--- src/rtl/uart_rx_cfg.sv ---
// ---------------------------------------------------------------------------
// uart_rx_cfg -- configurable UART receiver
//
// Receives asynchronous serial frames in this order: a start bit, DATA_BITS
// data bits (LSB first), an optional parity bit and STOP_BITS stop bits.
// Each completed word is presented on a valid/ready handshake together with
// its parity and framing error flags. A word that completes while the
// consumer is still holding the previous one is dropped, and the sticky
// overrun flag is set.
//
// Parameters
//   CLK_PER_BIT  clocks per bit period (>= 4, or >= 6 with majority voting)
//   DATA_BITS    data bits per frame, 5..9
//   PARITY       0 = none, 1 = odd, 2 = even
//   STOP_BITS    1 or 2
//
// Ports
//   clk          system clock
//   rst_n        asynchronous active-low reset
//   serial_line  RX line, idle high, asynchronous to clk
//   data         received word; stable while valid is high
//   valid        a word is available in data
//   ready        the consumer takes data when valid && ready
//   parity_err   parity mismatch for the word in data (always 0 when PARITY=0)
//   frame_err    a stop bit of the word in data was sampled low
//   overrun      sticky; a frame completed while valid=1 and ready=0
//   busy         receiver is inside a frame (any state other than IDLE)
//
// Build option
//   UART_RX_MAJORITY_EN  when defined, every bit is the 2-of-3 majority of
//                        the synchronised line at mid-1, mid and mid+1. The
//                        decision is taken at mid+1, so completion comes one
//                        clock later. CLK_PER_BIT must then be 6 or more.
//                        When undefined, each bit is a single sample at mid-bit.
// ---------------------------------------------------------------------------
module uart_rx_cfg #(
  parameter int CLK_PER_BIT = 100,
  parameter int DATA_BITS   = 8,
  parameter int PARITY      = 0,
  parameter int STOP_BITS   = 1
) (
  input  logic                 clk,
  input  logic                 rst_n,
  input  logic                 serial_line,
  output logic [DATA_BITS-1:0] data,
  output logic                 valid,
  input  logic                 ready,
  output logic                 parity_err,
  output logic                 frame_err,
  output logic                 overrun,
  output logic                 busy
);

  localparam int CW = $clog2(CLK_PER_BIT);

`ifdef UART_RX_MAJORITY_EN
  localparam int SAMPLE_DLY = 1;
`else
  localparam int SAMPLE_DLY = 0;
`endif

  // The start bit is judged half a bit after the falling edge; every later
  // bit is judged one full bit period after the previous decision, so all
  // decisions stay centred on their bits.
  localparam logic [CW-1:0] START_TICK = CW'(CLK_PER_BIT / 2 - 1 + SAMPLE_DLY);
  localparam logic [CW-1:0] BIT_TICK   = CW'(CLK_PER_BIT - 1);
  localparam logic [3:0]    LAST_DATA  = 4'(DATA_BITS - 1);
  localparam logic [3:0]    LAST_STOP  = 4'(STOP_BITS - 1);
  localparam logic          PAR_ODD    = (PARITY == 1);

  localparam logic [2:0] S_IDLE  = 3'd0;
  localparam logic [2:0] S_START = 3'd1;
  localparam logic [2:0] S_DATA  = 3'd2;
  localparam logic [2:0] S_PAR   = 3'd3;
  localparam logic [2:0] S_STOP  = 3'd4;

  logic                 rx_p0;
  logic                 rx_s;
  logic                 rx_prev;
  logic [1:0]           fill;
  logic                 armed;
  logic                 bit_s;
  logic                 start_edge;
  logic                 tick;
  logic                 complete;
  logic                 stop_bad;
  logic [2:0]           state;
  logic [CW-1:0]        cnt;
  logic [3:0]           idx;
  logic [DATA_BITS-1:0] shreg;
  logic                 fe_pend;
  logic                 pe_pend;

  // -------------------------------------------------------------------------
  // Input synchroniser and falling-edge detection
  // -------------------------------------------------------------------------
  // The synchroniser flops come out of reset high, so for the first two
  // clocks rx_s does not reflect the pin. armed only goes high once a real
  // high level has been seen through the synchroniser; a line that is low at
  // reset release therefore has to go high and low again before a start
  // can be detected.
  always_ff @(posedge clk or negedge rst_n) begin
    if (!rst_n) begin
      rx_p0   <= 1'b1;
      rx_s    <= 1'b1;
      rx_prev <= 1'b1;
      fill    <= 2'b00;
      armed   <= 1'b0;
    end else begin
      rx_p0   <= serial_line;
      rx_s    <= rx_p0;
      rx_prev <= rx_s;
      fill    <= {fill[0], 1'b1};
      if (fill[1] && rx_s) armed <= 1'b1;
    end
  end

  assign start_edge = armed && rx_prev && !rx_s;

`ifdef UART_RX_MAJORITY_EN
  // One more history tap: at the decision clock (mid+1) rx_s, rx_prev and
  // rx_prev2 hold the line at mid+1, mid and mid-1.
  logic rx_prev2;

  always_ff @(posedge clk or negedge rst_n) begin
    if (!rst_n) rx_prev2 <= 1'b1;
    else        rx_prev2 <= rx_prev;
  end

  assign bit_s = (rx_s & rx_prev) | (rx_s & rx_prev2) | (rx_prev & rx_prev2);
`else
  assign bit_s = rx_s;
`endif

  // -------------------------------------------------------------------------
  // Frame sequencer
  // -------------------------------------------------------------------------
  assign tick     = (state == S_START) ? (cnt == START_TICK) : (cnt == BIT_TICK);
  assign complete = (state == S_STOP) && tick && (idx == LAST_STOP);
  assign stop_bad = fe_pend | ~bit_s;
  assign busy     = (state != S_IDLE);

  always_ff @(posedge clk or negedge rst_n) begin
    if (!rst_n) begin
      state   <= S_IDLE;
      cnt     <= '0;
      idx     <= '0;
      shreg   <= '0;
      fe_pend <= 1'b0;
    end else begin
      cnt <= (state == S_IDLE || tick) ? '0 : cnt + 1'b1;
      case (state)
        S_IDLE: begin
          idx <= '0;
          if (start_edge) begin
            state   <= S_START;
            fe_pend <= 1'b0;
          end
        end
        S_START: begin
          // A start bit that is high again at mid-bit was a glitch.
          if (tick) state <= bit_s ? S_IDLE : S_DATA;
        end
        S_DATA: begin
          if (tick) begin
            shreg <= {bit_s, shreg[DATA_BITS-1:1]};
            if (idx == LAST_DATA) begin
              idx   <= '0;
              state <= (PARITY != 0) ? S_PAR : S_STOP;
            end else begin
              idx <= idx + 1'b1;
            end
          end
        end
        S_PAR: begin
          if (tick) state <= S_STOP;
        end
        S_STOP: begin
          if (tick) begin
            if (!bit_s) fe_pend <= 1'b1;
            // Leaving at the middle of the last stop bit lets the next start
            // edge be caught even when frames are sent back to back.
            if (idx == LAST_STOP) begin
              idx   <= '0;
              state <= S_IDLE;
            end else begin
              idx <= idx + 1'b1;
            end
          end
        end
        default: state <= S_IDLE;
      endcase
    end
  end

  // -------------------------------------------------------------------------
  // Parity check
  // -------------------------------------------------------------------------
  generate
    if (PARITY != 0) begin : g_parity
      // The shift register already holds every data bit when the parity bit
      // is judged. A mismatch is any XOR that differs from the odd/even target.
      always_ff @(posedge clk or negedge rst_n) begin
        if (!rst_n)                      pe_pend <= 1'b0;
        else if (state == S_PAR && tick) pe_pend <= (^shreg) ^ bit_s ^ PAR_ODD;
      end
    end else begin : g_no_parity
      assign pe_pend = 1'b0;
    end
  endgenerate

  // -------------------------------------------------------------------------
  // Output holding register and handshake
  // -------------------------------------------------------------------------
  // A completion in the same clock as an accept replaces the word without an
  // overrun. A completion while the held word is still pending is dropped.
  always_ff @(posedge clk or negedge rst_n) begin
    if (!rst_n) begin
      data       <= '0;
      valid      <= 1'b0;
      parity_err <= 1'b0;
      frame_err  <= 1'b0;
      overrun    <= 1'b0;
    end else if (complete) begin
      if (!valid || ready) begin
        data       <= shreg;
        parity_err <= pe_pend;
        frame_err  <= stop_bad;
        valid      <= 1'b1;
      end else begin
        overrun <= 1'b1;
      end
    end else if (valid && ready) begin
      valid <= 1'b0;
    end
  end

endmodule
--- config.mk ---
export PLATFORM = sky130hd
export DESIGN_NAME = uart_rx_cfg
export DESIGN_NICKNAME = d
export VERILOG_FILES = /design/src/rtl/uart_rx_cfg.sv
export SDC_FILE = /design/constraint.sdc
export NUM_CORES = 1
export LEC_CHECK = 0
export BUFFER_PORTS_ARGS = -buffer_cell sky130_fd_sc_hd__clkbuf_2
export CAP_MARGIN = 10
export CORE_ASPECT_RATIO = 1.75
export CORE_UTILIZATION = 40
export DETAILED_ROUTE_END_ITERATION = 10
export PLACE_DENSITY_LB_ADDON = 0.2
export SYNTH_ARGS = -nofsm -noshare
export SYNTH_HDL_FRONTEND = slang
export SYNTH_SLANG_ARGS = --single-unit
--- constraint.sdc ---
create_clock -name clk -period 3 [get_ports clk]
set_input_delay 0.45 -clock clk [delete_from_list [all_inputs] [get_ports clk]]
set_output_delay 0.45 -clock clk [all_outputs]
set_load 0.05 [all_outputs]
Word-level counts from Yosys, hierarchy flattened
Cells that the tools add are included.

Bits in registers: 40. Output and inout bits: 13. Word-level logic and storage cells: 81. Input bits: 4.

Bitwise gates (word level): 3. Reductions and logical operators: 23. Add/sub/neg operators: 2. Equality and inequality tests: 16. Muxes and demuxes: 23.

Operators by type and width (number): 2-to-1 mux 3 bit (7); 2-to-1 mux 4 bit (4); one-hot mux 3 bit (5 select lines) (1); != test 2 bit, second input constant (7); one-hot mux 4 bit (3 select lines) (1); AND reduction 2 bit (4); adder 7 x 1 -> 7 bit, second input constant (1); equality test 7 x 6 -> 1 bit, second input constant (1); equality test 7 bit, second input constant (1); 2-to-1 mux 1 bit (7); 2-to-1 mux 7 bit (1); AND reduction 7 bit (1); equality test 3 x 2 -> 1 bit, second input constant (2); logical AND 1 bit (6); nonzero test 3 bit (2); adder 4 x 1 -> 4 bit, second input constant (1); equality test 4 x 3 -> 1 bit, second input constant (1); logical NOT 4 bit (1); != test 2 x 1 -> 1 bit, second input constant (2); AND reduction 4 bit (1); nonzero test 2 bit (2); equality test 3 x 1 -> 1 bit, second input constant (1); equality test 3 bit, second input constant (1); logical NOT 3 bit (1); 7 further kinds (10).

Depth between registers and ports, before layout
Word-level depth: 6. Depth in mapped cells: 6. Depth with buffers taken out: 6.

Least setup slack after synthesis
Ideal clock, no wire load.

Kind: reg2reg. Start point: reg state[2]. End point: reg shreg[0]. Setup time: 0.128 ns. Required time: 2.872 ns. Setup slack: 1.006 ns. Data arrival time: 1.866 ns. Buffers on the path: 1. Clock period less this slack: 1.994 ns. Stages on the path, launching flop included: 6. Cell sequence: dfrtp_1 nor3b_2 mux2i_1 or4_1 buf_2 mux2_1.

Longest elaborated chain between the ends: 3.

RTL lines: from (decl) (RTL line 87) `logic [2:0] state;`; from (signal assigned) (RTL line 162) `if (tick) state <= bit_s ? S_IDLE : S_DATA;`; from (signal assigned) (RTL line 169) `state <= (PARITY != 0) ? S_PAR : S_STOP;`; equality test 3 x 1 -> 1 bit (RTL line 138) `assign tick = (state == S_START) ? (cnt == START_TICK) : (cnt == BIT_TICK);`; 2-to-1 mux 1 bit (RTL line 138); AND reduction 2 bit (no line) *; to (signal assigned) (RTL line 166) `shreg <= {bit_s, shreg[DATA_BITS-1:1]};`; to (decl) (RTL line 90) `logic [DATA_BITS-1:0] shreg;`.

Every way passes the cells marked *; elsewhere a longest branch is shown, timed or not. A chain may end at the register's enable or synchronous reset.

Final worst setup path
Start point: reg state[0]. End point: reg shreg[6].

The elaborated chain is that of the path after synthesis.

==> impl_metrics.ini <==
[run_status]
status = finished clean

[synthesis]
syn-instance-count = 154
yosysWarnings = 0
yosys_register_bits = 40
syn_area_per_cell_um2 = 11.8
netlist_area_mm2 = 0.00182
yosysSeqAreaShare_pct = 55.2
synth_flop_cell = dfrtp_1
synth_edf_count = 0
async_reset_ff_share_pct = 100
synth_nets = 161
synth.distinct_cells = 48

[power]
total_leakage_power_uw = 0.000969
ir_drop_mv = 0.410
fin_total_pwr_uw = 1220
powerDensity_mw_per_mm2 = 593

[place]
place_congestion = 0.901
dp_hpwl_mm = 2.58
pre_cts_slack_ps = 542
io_buffers = 15

[cts]
clockBufferDepth = 2
cts_setup_buffers = 0
cts_tree = built
insertion_delay_ps = 290
cts-root-buf = clkbuf_8
cts_buffers = 5
cts_hold_buffers = 0
clkTransAtPathRegs_ps = 80
clock-sinks = 40
htree_levels = 2
cts-resized-gates = 0

[critical_path]
end_kind = flop
required_ps = 3180
crit_start = state[0]
cp_max_fo = 14
rr_startpoint = state[0]
worstSetupPathType = flop to flop
r2r_cells = 4
reg2reg_slack_ps = 520
r2r_end = shreg[6]
arrival_ps = 2660
start_kind = flop

[min_path]
whs_endpoint = rx_p0
hp-class = input port to flop
min_from = serial_line
holdPathStages = 1

[timing]
fin_tns_setup_ps = 0
finClkSkew_ps = 4.75
max_slew_margin_pct = 34.9
worst_pin_slew_ps = 977
maxSlewViolCount = 0
rsz0062_at_grt = false
hold_ws_ps = 235
final.period_utilization_pct = 82.7
fin_crit_ps = 2480
fmax_mhz = 403
hold_viol = 0
setup_violations = 0
setup_slack_ps = 518

[die]
die_w_um = 53.0
core_region_area_mm2 = 0.00440
die_area_mm2 = 0.00484
io_pins = 17
initial_utilization_pct = 41.3
die_y_um = 91.2
row_count = 32

[grt]
grt_usage_pct = 17.6
busiest_layer = met2
met1_usage_pct = 19.9
grt_max_degree = 41
overflow = 0
grt_pass1_wl_mm = 6.09
gr-usage-met3_pct = 5.03
antenna_found_initial = 0
use_met2_pct = 28.1
first_global_vias = 1295

[drt]
drc = 0
first_iter_violations = 42
wl_mm = 3.64
vias = 1287
drt_pass1_iterations = 4
drtAntennaViolNets = 0
vias_per_cell = 5.75
routedWlPerCell_um = 16.3

[cells_and_area]
layout-area-overhead-vs-synth_pct = 13.1
fin_nets = 179
drive_gt1_share_pct = 24.3
final_cell_mix = dfrtp_1, clkbuf_2, nor2_1, mux2_2, mux2_1
diodes = 0
final_common_cell = dfrtp_1

[flow_run]
cap_violations = 0
## synth_stat cells (all sizes together), types with 2 or more instances
master	instances	area (µm²)
a31oi	2	12.5
nand3	6	30.0
mux2	18	203
xnor2	3	26.3
nand4b	2	17.5
clkbuf	4	15.0
nor3b	3	27.5
nand2	4	15.0
nand4	2	12.5
o31ai	2	15.0
a21oi	2	10.0
nand2b	4	25.0
nor3	6	35.0
dfstp	3	78.8
inv	5	18.8
and3	2	12.5
dfrtp	37	926
or3	2	12.5
nor2	11	41.3
ha	3	37.5
xor2	2	17.5
o21ai	5	25.0
and3b	2	17.5
o32ai	2	17.5
conb	2	7.51
buf	2	12.5
## through the flow
stage / area [µm²] / util, % / instances
finish: 2060 / 46.7 / 224
CTS: 2060 / 46.7 / 224
floorplan: 1820 / - / 154
detailed placement: 1950 / 44.2 / 216
global placement: 1950 / 44.2 / 216
global route: 2060 / 46.7 / 224
## worst max-delay path: stages, from the launching register on
cell,delay (ps)
dfrtp_1,560
nor3b_2,340
mux2i_1,680
or4_1,420
mux2_1,360
## sequential cells by signal, summed over array words and instances, names as in the netlist
name	count
armed	1
idx	4
overrun	1
fill	2
frame_err	1
valid	1
state	3
shreg	8
rx_p0	1
cnt	7
fe_pend	1
data	8
bit_s	1
rx_prev	1
## routing by layer
layer | routed length [µm] | part of all wire, %
met1 | 1340 | 37
met2 | 2020 | 56
met3 | 130 | 3.6
met4 | 142 | 3.9
met5 | 0 | 0
## cell families after synthesis
logic type | after synthesis | share of synthesized area [%]
AO/OA/AOI/OAI | 25 | 9.90
flip-flops | 40 | 55.2
XOR/XNOR | 5 | 2.41
adder cells (fa/ha/maj) | 3 | 2.06
multiplexers | 19 | 11.7
buffers and inverters | 11 | 2.54
other | 2 | 0.413
AND/OR/NAND/NOR | 49 | 15.8
## area by class of cell
| class | instances | area [µm²] |
|---|---|---|
| fillers | 421 | 2350 |
| flip-flops and latches | 40 | 1000 |
| repair buffers | 17 | 90.1 |
| inverters | 5 | 18.8 |
| multi-input cells | 103 | 769 |
| clock inverters | 3 | 42.5 |
| clock buffers | 5 | 68.8 |
| well taps | 51 | 63.8 |
## report_power, final
group | leakage [µW] | total [µW] | internal (µW) | switching [µW]
clock network | 0.0000541 | 438 | 246 | 192
registers | 0.000523 | 632 | 578 | 53.2
logic | 0.000392 | 152 | 65.1 | 86.9
total | 0.000969 | 1220 | 890 | 332
## worst max path at each step
stage	end	slack, ps
after global routing	shreg[0]	380
after CTS	shreg[3]	530
after global placement	shreg[6]	630
final	shreg[6]	520
after detailed placement	shreg[2]	540
after floorplan	shreg[0]	1010
Power figures use the tool's default switching activity.
